### src/rtl/phil_fork_arbiter_if.sv
// Request/release and grant bundle between the philosopher controllers
// and the fork arbiter. The master drives strobes; the slave (arbiter)
// drives grants, fork occupancy, starvation flags and the meal count.
interface phil_fork_arbiter_if #(
    parameter int N_PHIL = 5,
    parameter int MEAL_W = 16
);
    logic [N_PHIL-1:0] req;
    logic [N_PHIL-1:0] rel;
    logic [N_PHIL-1:0] grant;
    logic [N_PHIL-1:0] fork_busy;
    logic [N_PHIL-1:0] starve;
    logic [MEAL_W-1:0] meals;

    modport master (
        output req, rel,
        input  grant, fork_busy, starve, meals
    );

    modport slave (
        input  req, rel,
        output grant, fork_busy, starve, meals
    );
endinterface

### src/rtl/phil_fork_arbiter.sv
// Dining-philosophers fork arbiter. Philosopher i eats with forks i and
// i+1 (mod N), both granted atomically. Grants follow a round-robin scan
// from rr_ptr, with starving philosophers scanned first and their
// neighbours held off until the starving one gets to eat.
module phil_fork_arbiter #(
    parameter int N_PHIL     = 5,
    parameter int WAIT_W     = 4,
    parameter int STARVE_LIM = 8,
    parameter int MEAL_W     = 16
) (
    input  logic               clk,
    input  logic               reset,
    phil_fork_arbiter_if.slave bus
);
    localparam int PTR_W = (N_PHIL > 1) ? $clog2(N_PHIL) : 1;

    logic [N_PHIL-1:0] grant_r;
    logic [N_PHIL-1:0] fork_busy_r;
    logic [N_PHIL-1:0] starve_r;
    logic [MEAL_W-1:0] meals_r;
    logic [WAIT_W-1:0] wait_r [N_PHIL];
    logic [PTR_W-1:0]  rr_ptr_r;

    logic [N_PHIL-1:0] held_s;
    logic [N_PHIL-1:0] fork_held_s;
    logic [N_PHIL-1:0] cand_s;
    logic [N_PHIL-1:0] excl_s;
    logic [N_PHIL-1:0] claim_s;
    logic [N_PHIL-1:0] new_grant_s;
    logic [N_PHIL-1:0] grant_nxt_s;
    logic [N_PHIL-1:0] fork_busy_nxt_s;
    logic [N_PHIL-1:0] starve_nxt_s;
    logic [MEAL_W-1:0] meals_nxt_s;
    logic [WAIT_W-1:0] wait_nxt_s [N_PHIL];
    logic [PTR_W-1:0]  rr_ptr_nxt_s;
    logic              any_s;
    logic              ok_s;
    int                last_s;
    int                idx_s;

    // Ring successor index.
    function automatic int nxt(input int i);
        return (i == N_PHIL - 1) ? 0 : i + 1;
    endfunction

    // Ring predecessor index.
    function automatic int prv(input int i);
        return (i == 0) ? N_PHIL - 1 : i - 1;
    endfunction

    assign bus.grant     = grant_r;
    assign bus.fork_busy = fork_busy_r;
    assign bus.starve    = starve_r;
    assign bus.meals     = meals_r;

    // Fork availability (a releasing holder frees its forks this cycle),
    // grant candidates and neighbours locked out by starving philosophers.
    always_comb begin
        held_s      = grant_r & ~bus.rel;
        cand_s      = bus.req & ~grant_r & ~bus.rel;
        fork_held_s = '0;
        excl_s      = '0;
        for (int f = 0; f < N_PHIL; f++) begin
            fork_held_s[f] = held_s[f] | held_s[prv(f)];
        end
        // A starving neighbour with a lower index is not locked out, so
        // of two adjacent starving philosophers the lower index wins.
        for (int j = 0; j < N_PHIL; j++) begin
            excl_s[prv(j)] = excl_s[prv(j)] |
                (starve_r[j] & ~(starve_r[prv(j)] & (prv(j) < j)));
            excl_s[nxt(j)] = excl_s[nxt(j)] |
                (starve_r[j] & ~(starve_r[nxt(j)] & (nxt(j) < j)));
        end
    end

    // Grant scan: starving philosophers in index order, then everyone
    // else in round-robin order; forks taken earlier in the scan are claimed.
    always_comb begin
        claim_s     = '0;
        new_grant_s = '0;
        any_s       = 1'b0;
        ok_s        = 1'b0;
        last_s      = 0;
        idx_s       = 0;
        for (int i = 0; i < N_PHIL; i++) begin
            ok_s = starve_r[i] & cand_s[i] & ~excl_s[i] &
                   ~fork_held_s[i] & ~fork_held_s[nxt(i)] &
                   ~claim_s[i] & ~claim_s[nxt(i)];
            new_grant_s[i]      = new_grant_s[i] | ok_s;
            claim_s[i]          = claim_s[i] | ok_s;
            claim_s[nxt(i)]     = claim_s[nxt(i)] | ok_s;
            last_s              = ok_s ? i : last_s;
            any_s               = any_s | ok_s;
        end
        for (int i = 0; i < N_PHIL; i++) begin
            idx_s = int'(rr_ptr_r) + i;
            idx_s = (idx_s >= N_PHIL) ? idx_s - N_PHIL : idx_s;
            ok_s  = ~starve_r[idx_s] & cand_s[idx_s] & ~excl_s[idx_s] &
                    ~fork_held_s[idx_s] & ~fork_held_s[nxt(idx_s)] &
                    ~claim_s[idx_s] & ~claim_s[nxt(idx_s)];
            new_grant_s[idx_s]  = new_grant_s[idx_s] | ok_s;
            claim_s[idx_s]      = claim_s[idx_s] | ok_s;
            claim_s[nxt(idx_s)] = claim_s[nxt(idx_s)] | ok_s;
            last_s              = ok_s ? idx_s : last_s;
            any_s               = any_s | ok_s;
        end
        rr_ptr_nxt_s = any_s ? PTR_W'(nxt(last_s)) : rr_ptr_r;
    end

    // Next grants, fork occupancy, meal count and wait/starve tracking.
    always_comb begin
        grant_nxt_s     = (grant_r & ~bus.rel) | new_grant_s;
        fork_busy_nxt_s = '0;
        meals_nxt_s     = meals_r;
        starve_nxt_s    = starve_r;
        for (int f = 0; f < N_PHIL; f++) begin
            fork_busy_nxt_s[f] = grant_nxt_s[f] | grant_nxt_s[prv(f)];
        end
        for (int i = 0; i < N_PHIL; i++) begin
            meals_nxt_s = meals_nxt_s + {{(MEAL_W-1){1'b0}},
                (grant_r[i] & bus.rel[i] & ~(&meals_nxt_s))};
        end
        for (int i = 0; i < N_PHIL; i++) begin
            wait_nxt_s[i] = wait_r[i];
            if (!bus.req[i] || new_grant_s[i]) begin
                wait_nxt_s[i]   = '0;
                starve_nxt_s[i] = 1'b0;
            end else if (cand_s[i]) begin
                wait_nxt_s[i]   = (&wait_r[i]) ? wait_r[i] : wait_r[i] + WAIT_W'(1);
                starve_nxt_s[i] = starve_r[i] | (wait_nxt_s[i] >= WAIT_W'(STARVE_LIM));
            end else begin
                wait_nxt_s[i]   = wait_r[i];
                starve_nxt_s[i] = starve_r[i];
            end
        end
    end

    // State registers with synchronous active-low reset.
    always_ff @(posedge clk) begin
        if (!reset) begin
            grant_r     <= '0;
            fork_busy_r <= '0;
            starve_r    <= '0;
            meals_r     <= '0;
            rr_ptr_r    <= '0;
            for (int i = 0; i < N_PHIL; i++) begin
                wait_r[i] <= '0;
            end
        end else begin
            grant_r     <= grant_nxt_s;
            fork_busy_r <= fork_busy_nxt_s;
            starve_r    <= starve_nxt_s;
            meals_r     <= meals_nxt_s;
            rr_ptr_r    <= rr_ptr_nxt_s;
            for (int i = 0; i < N_PHIL; i++) begin
                wait_r[i] <= wait_nxt_s[i];
            end
        end
    end
endmodule

### src/flat_wrapper.sv
// flat-port wrapper written by rule: the top's interface ports become plain ports
module phil_fork_arbiter_flat 
#(
    parameter int N_PHIL     = 5,
    parameter int WAIT_W     = 4,
    parameter int STARVE_LIM = 8,
    parameter int MEAL_W     = 16
)
  (clk, reset, bus_req, bus_rel, bus_grant, bus_fork_busy, bus_starve, bus_meals);
  phil_fork_arbiter_if #(.N_PHIL(N_PHIL), .MEAL_W(MEAL_W)) bus_i ();
  input  logic clk;
  input  logic reset;
  input wire logic [$bits(bus_i.req)-1:0] bus_req;
  input wire logic [$bits(bus_i.rel)-1:0] bus_rel;
  output wire logic [$bits(bus_i.grant)-1:0] bus_grant;
  output wire logic [$bits(bus_i.fork_busy)-1:0] bus_fork_busy;
  output wire logic [$bits(bus_i.starve)-1:0] bus_starve;
  output wire logic [$bits(bus_i.meals)-1:0] bus_meals;
  assign bus_i.req = bus_req;
  assign bus_i.rel = bus_rel;
  assign bus_grant = bus_i.grant;
  assign bus_fork_busy = bus_i.fork_busy;
  assign bus_starve = bus_i.starve;
  assign bus_meals = bus_i.meals;
  phil_fork_arbiter #(.N_PHIL(N_PHIL), .WAIT_W(WAIT_W), .STARVE_LIM(STARVE_LIM), .MEAL_W(MEAL_W)) u_core (.clk(clk), .reset(reset), .bus(bus_i));
endmodule
### config.mk
export PLATFORM = sky130hd
export DESIGN_NAME = phil_fork_arbiter_flat
export DESIGN_NICKNAME = d
export VERILOG_FILES = /design/src/rtl/phil_fork_arbiter_if.sv /design/src/rtl/phil_fork_arbiter.sv /design/src/flat_wrapper.sv
export SDC_FILE = /design/constraint.sdc
export NUM_CORES = 1
export LEC_CHECK = 0
export CORE_MARGIN = 5
export CORE_UTILIZATION = 40
export DETAILED_ROUTE_END_ITERATION = 10
export PLACE_DENSITY = 0.68
export SLEW_MARGIN = 0
export SYNTH_ARGS = -nofsm -noshare
export SYNTH_HDL_FRONTEND = slang
export SYNTH_SLANG_ARGS = --single-unit
### constraint.sdc
create_clock -name clk -period 11.1 [get_ports clk]
set_clock_uncertainty 0.15 [all_clocks]
set_input_delay 1.665 -clock clk [delete_from_list [all_inputs] [get_ports clk]]
set_output_delay 1.665 -clock clk [all_outputs]
set_load 0.01 [all_outputs]
Word level (Yosys, flattened, before mapping). Memory sizes are Yosys's and may differ from the RTL's. Cells that the tools add are included.

Register bits after elaboration: 34. RAM bits: 20. Input bits: 12. Output and inout bits: 31. Logic and storage cells: 490. Memories kept: 1.

Memories: u_core.wait_r (depth 5, bits a word 4, rd ports 5, clocked after memory_dff 0, write ports 5, line phil_fork_arbiter.sv:21) `logic [WAIT_W-1:0] wait_r [N_PHIL];`.

Add/sub/neg operators: 25. Order comparisons: 29. Eq/ne operators: 6. Mux-type cells: 205. Bitwise logic cells: 181. Reduce and logical (&&, ||, !) cells: 34.

Operator list (number): $mux 32 (18); $lt 32x5->1 const B (10); $ge 32x1->1 const B (9); $eq 32x4->1 const B (6); $add 32x2->32 const B (5); $bmux 1 s3 (44); $ge 32x4->1 const B (4); $sub 32x4->32 const B (4); $mux 1 (100); $add 16x1->16 (5); $mux 4 (20); $reduce_and 16->1 (5); $and 1x1->1 (70); $bwmux 5 (13); $not 1->1 (54); $or 1x1->1 (51); $demux 1 s3 (9); $add 4x1->4 const B (5); $ge 4x4->1 const B (5); $reduce_and 4->1 (5); $and 5x5->5 (3); $not 5->5 (2); $reduce_or 2->1 (5); $logic_and 1x1->1 (9); other kinds (10) (19).

Longest topological paths before layout.
Depth in word-level cells: 80. Gate-level depth with buffers: 55. Gate-level depth less buffers: 53.

Worst setup path after synthesis. Ideal clock, no wire load.

Path type: input -> register. Start: input bus_rel[0]. End: register u_core.meals_r[12] (netlist: u_core.bus.meals[12]). Setup time: 0.128 ns. Arrival: 9.855 ns. Required time: 10.822 ns. Path slack: 0.967 ns. Cell stages on the path: 47. Buffers on the path: 1. Path through: o311a_1 ha_1 ha_1 nand3_1 or2_2 clkbuf_1 nor2_1 xnor2_1 nor3_1 a31oi_1 ha_1 ha_1 and2_1 nand4_1 nor4_1 xnor2_1 and3_1 nand2_1 (+11 left out) nand2_1 nor2_1 nand2_1 nor2_1 nand2_1 a21oi_1 nand3_1 xor2_1 nor3_1 a31oi_1 ha_1 ha_1 and3_1 nand3_1 nor2_1 nand4_1 xor2_1 nor2_1.

Longest elaborated chain between the ends: 19.

Ends and longest elaborated chain: from (decl) (line flat_wrapper.sv:14) `input wire logic [$bits(bus_i.rel)-1:0] bus_rel;`; $and 1x1->1 (*) (2 in series) (line phil_fork_arbiter.sv:121) `(grant_r[i] & bus.rel[i] & ~(&meals_nxt_s))};`; $add 16x1->16 (*) (line phil_fork_arbiter.sv:120) `meals_nxt_s = meals_nxt_s + {{(MEAL_W-1){1'b0}},`; $reduce_and 16->1 (line phil_fork_arbiter.sv:121); $not 1->1 (line phil_fork_arbiter.sv:121); $and 1x1->1 (line phil_fork_arbiter.sv:121); $add 16x1->16 (*) (line phil_fork_arbiter.sv:120); $reduce_and 16->1 (line phil_fork_arbiter.sv:121); $not 1->1 (line phil_fork_arbiter.sv:121); (+2 left out); $reduce_and 16->1 (line phil_fork_arbiter.sv:121); $not 1->1 (line phil_fork_arbiter.sv:121); $and 1x1->1 (line phil_fork_arbiter.sv:121); $add 16x1->16 (*) (line phil_fork_arbiter.sv:120); $reduce_and 16->1 (line phil_fork_arbiter.sv:121); $not 1->1 (line phil_fork_arbiter.sv:121); $and 1x1->1 (line phil_fork_arbiter.sv:121); $add 16x1->16 (*) (line phil_fork_arbiter.sv:120); to (signal assigned) (line phil_fork_arbiter.sv:153) `meals_r <= meals_nxt_s;`; to (decl) (line phil_fork_arbiter.sv:20) `logic [MEAL_W-1:0] meals_r;`.

Mark *: on every way between the ends. The rest lies on a longest branch, timed or not. A chain may end at the register's enable or synchronous reset.

Worst setup path in the final report. Same ends and word-level chain as after synthesis.

==> out/qor.yml <==
clock_network:
  cts_made_buffers: 5
  cts_htree_levels: 2
  insertion_delay_ns: 0.29
  tritoncts: "built"
  clock-sinks: 54
  post_cts_hold_buffer_count: 0
  worst_setup_hold_path_clk_slew_ns: 0.07
  root_buffer: "sky130_fd_sc_hd__clkbuf_16"
  cts.path.max_buffers: 2
power:
  power.density_cell_area_nw_per_um2: 326
  cellInternalPower_mw: 1.21
  max-vdd-ir-drop_v: 0.000279
  switching_share: 0.609
  power.switching_mw: 1.88
  power.share.combinational: 0.860
  clock_power_share: 0.059
  power_leakage_nw: 3.48
  share_seq_of_total_power: 0.081
  post-layout-total-power_mw: 3.08
global_routing:
  grt_pass1_vias: 8979
  grt_util_met2: 0.369
  antenna_violations_before_repair: 0
  grt_use_met1: 0.329
  grt_start_max_net_pins: 31
  grt_pass1_wl_um: 47100
  global_route.usage.met3: 0.0287
  global_route.peak_usage_layer: "met2"
  global_route.overflow_total: 0
  grt_util_all_layers: 0.234
floorplanning:
  die_x_um: 155
  design.portCount: 43
  initial_utilization: 0.404
  dieHeight_um: 155
  total_core_area_um2: 20900
  dieArea_um2: 24100
  num_rows: 53
place:
  detailedPlace.worstSlack_ns: -0.272
  io_buffer_count: 42
  post_placement_cell_area_um2: 9130
  globalplace.congestion: 1.04
  detailedPlacementHpwl_um: 23100
yosys:
  synth_seq_cells: 54
  ys_async_sr_fraction: 0
  synth_enable_flop_cells: 0
  area_of_the_mapped_netlist_um2: 8440
  post_synth.cell_area_avg_um2: 6.93
  synth.net_count: 1279
  synth.lib_cells_used.distinct: 107
  syn-instance-count: 1217
  warning_count_from_the_yosys_run: 0
  register_area_share_after_synthesis: 0.128
  dominant_synthesized_flop_cell: "sky130_fd_sc_hd__dfxtp_1"
status:
  outcome: "finished clean"
critical_path:
  max_stage_delay_ns: 0.60
  worstSetupEndpointType: "flip-flop"
  setup.worst_path.start_class: "input pin"
  reg2reg_depth: 50
  crit_arrival_ns: 10.53
  crit_required_ns: 11.11
  crit_path_max_fanout: 5
  timing.critical_path.slowest_stage_cell: "sky130_fd_sc_hd__or4b_2"
  setup.worst_path.class: "input pin to flip-flop"
  library_cell_appearing_most_often_on_the_critical_path: "sky130_fd_sc_hd__ha_1"
route:
  wire_per_inst_um: 19.4
  vias: 9846
  drt_iter0_drc: 1229
  drt_drc_violations_left: 0
  via_density: 6.47
  drtPass1Iterations: 6
  ant_nets: 0
  finalWirelength_um: 29600
flow_run:
  max_cap_viol_count: 0
timing:
  post-route-min-period_ns: 10.52
  fin_crit_sh: 0.948
  setup-violations-final: 0
  max_clock_freq_mhz: 95.0
  hold_violations: 0
  worst-slew-pin-transition_ns: 1.26
  finalWorstSetupSlack_ns: 0.579
  maxSlewViolCount: 0
  setup-tns-final_ns: 0
  maxSlewHeadroom: 0.159
  rsz0062_at_grt: "false"
final_layout:
  stdcell_area_um2: 9450
  drive_above_1_share: 0.0875
  area_growth_syn_to_layout_pct: 12.0
  design.final.nets: 1307
  antenna_diode_count: 0
worst_hold_path:
  hp-class: "flip-flop to flip-flop"
  worstHoldPathCells: 2
[stage by stage]
step	hold WS, ns	instances	utilization
floorplan	0.316	1217	-
global placement	0.332	1505	0.437
detailed placement	0.335	1505	0.437
CTS	0.345	1513	0.445
global route	0.396	1521	0.452
finish	0.343	1521	0.452
[repair_timing]
| action | in CTS | in global routing |
|---|---|---|
| pin swaps | 0 | 8 |
| resized for setup | 1 | 18 |
| endpoints found under the hold margin | 0 | 0 |
| buffers inserted | 0 | 8 |
| setup endpoints to repair | 1 | 15 |
[power groups by stage]
stage          clock (mW)  sequential, mW  combinational, mW
2_1_floorplan           0           0.251               1.91
3_3_place_gp            0           0.254               2.52
3_5_place_dp            0           0.254               2.54
4_1_cts             0.185           0.249               2.55
5_1_grt             0.195           0.253               2.87
6_report            0.183           0.250               2.65
[flip-flops by register name, summed over array words and instances (netlist names)]
register	flops
u_core.bus.fork_busy	5
u_core.bus.meals	16
u_core.rr_ptr_r	3
u_core.bus.starve	5
u_core.wait_r	20
u_core.bus.grant	5
[routing by layer]
layer | routed length, µm | share of wire | vias to the layer above
li1 | - | - | 4627
met1 | 13000 | 0.44 | 4551
met2 | 12800 | 0.43 | 547
met3 | 2380 | 0.080 | 121
met4 | 1380 | 0.047 | 0
met5 | 0 | 0 | -
[final cells by class]
cell class | instances | area (µm²)
clock buffers | 5 | 125
clock inverters | 3 | 48.8
fillers | 2133 | 11400
inverters | 42 | 158
multi-input cells | 1074 | 7070
flip-flops and latches | 54 | 1080
well taps | 275 | 344
repair buffers | 68 | 618
[cells in the mapped netlist, drive strengths merged, types with 22 or more instances]
library cell | count | share of area
nand2 | 141 | 0.063
nor2 | 135 | 0.060
a21oi | 82 | 0.050
nand3 | 68 | 0.041
o21ai | 64 | 0.038
dfxtp | 54 | 0.13
ha | 49 | 0.073
inv | 42 | 0.019
nor3 | 42 | 0.027
xor2 | 35 | 0.036
xnor2 | 34 | 0.036
clkbuf | 30 | 0.013
nand4 | 27 | 0.020
nand2b | 23 | 0.017
nor2b | 22 | 0.016
[worst max-delay path, delay by kind of cell]
family                     cells  cell delay [ns]
AOI/OAI and AO/OA              9             1.92
xor gates and xnor gates       4             0.92
adders and majority gates     10             2.05
buffers and inverters          3             0.55
and+or+nand+nor               23             3.43
[layout by cell type (no fill, tap or decap), drive strengths merged, types with 17 or more instances in the layout]
master and instances:
nand4 27, nor2b 22, nand2b 23, xnor2 34, xor2 35, dfxtp 54, o31ai 19, a31oi 18
clkdlybuf4s50 41, buf 26, nand3 68, o21ai 64, mux2i 17, nor2 135, and3 17, a21oi 82
nor3 42, ha 49, and2 17, inv 43, nand2 141
[final timing paths]
path / start / endpoint / slack, ns
max reg2reg: u_core.bus.meals[8] / u_core.bus.meals[12] / 1.01
min: u_core.wait_r[0][5] / u_core.wait_r[0][5] / 0.34
min reg2reg: u_core.wait_r[0][5] / u_core.wait_r[0][5] / 0.34
max: bus_rel[0] / u_core.bus.meals[12] / 0.58
[kinds of logic (layout without fill, tap and decap cells)]
family,count (synthesis),after routing,synth area share
other,1,1,0.000444
buffers and inverters,89,118,0.0437
AO/OA/AOI/OAI,353,353,0.298
adder cells (fa/ha/maj),50,50,0.0750
AND/OR/NAND/NOR,577,577,0.351
flip-flops,54,54,0.128
multiplexers,24,24,0.0308
XOR/XNOR,69,69,0.0725
(Power assumes the default switching activity.)
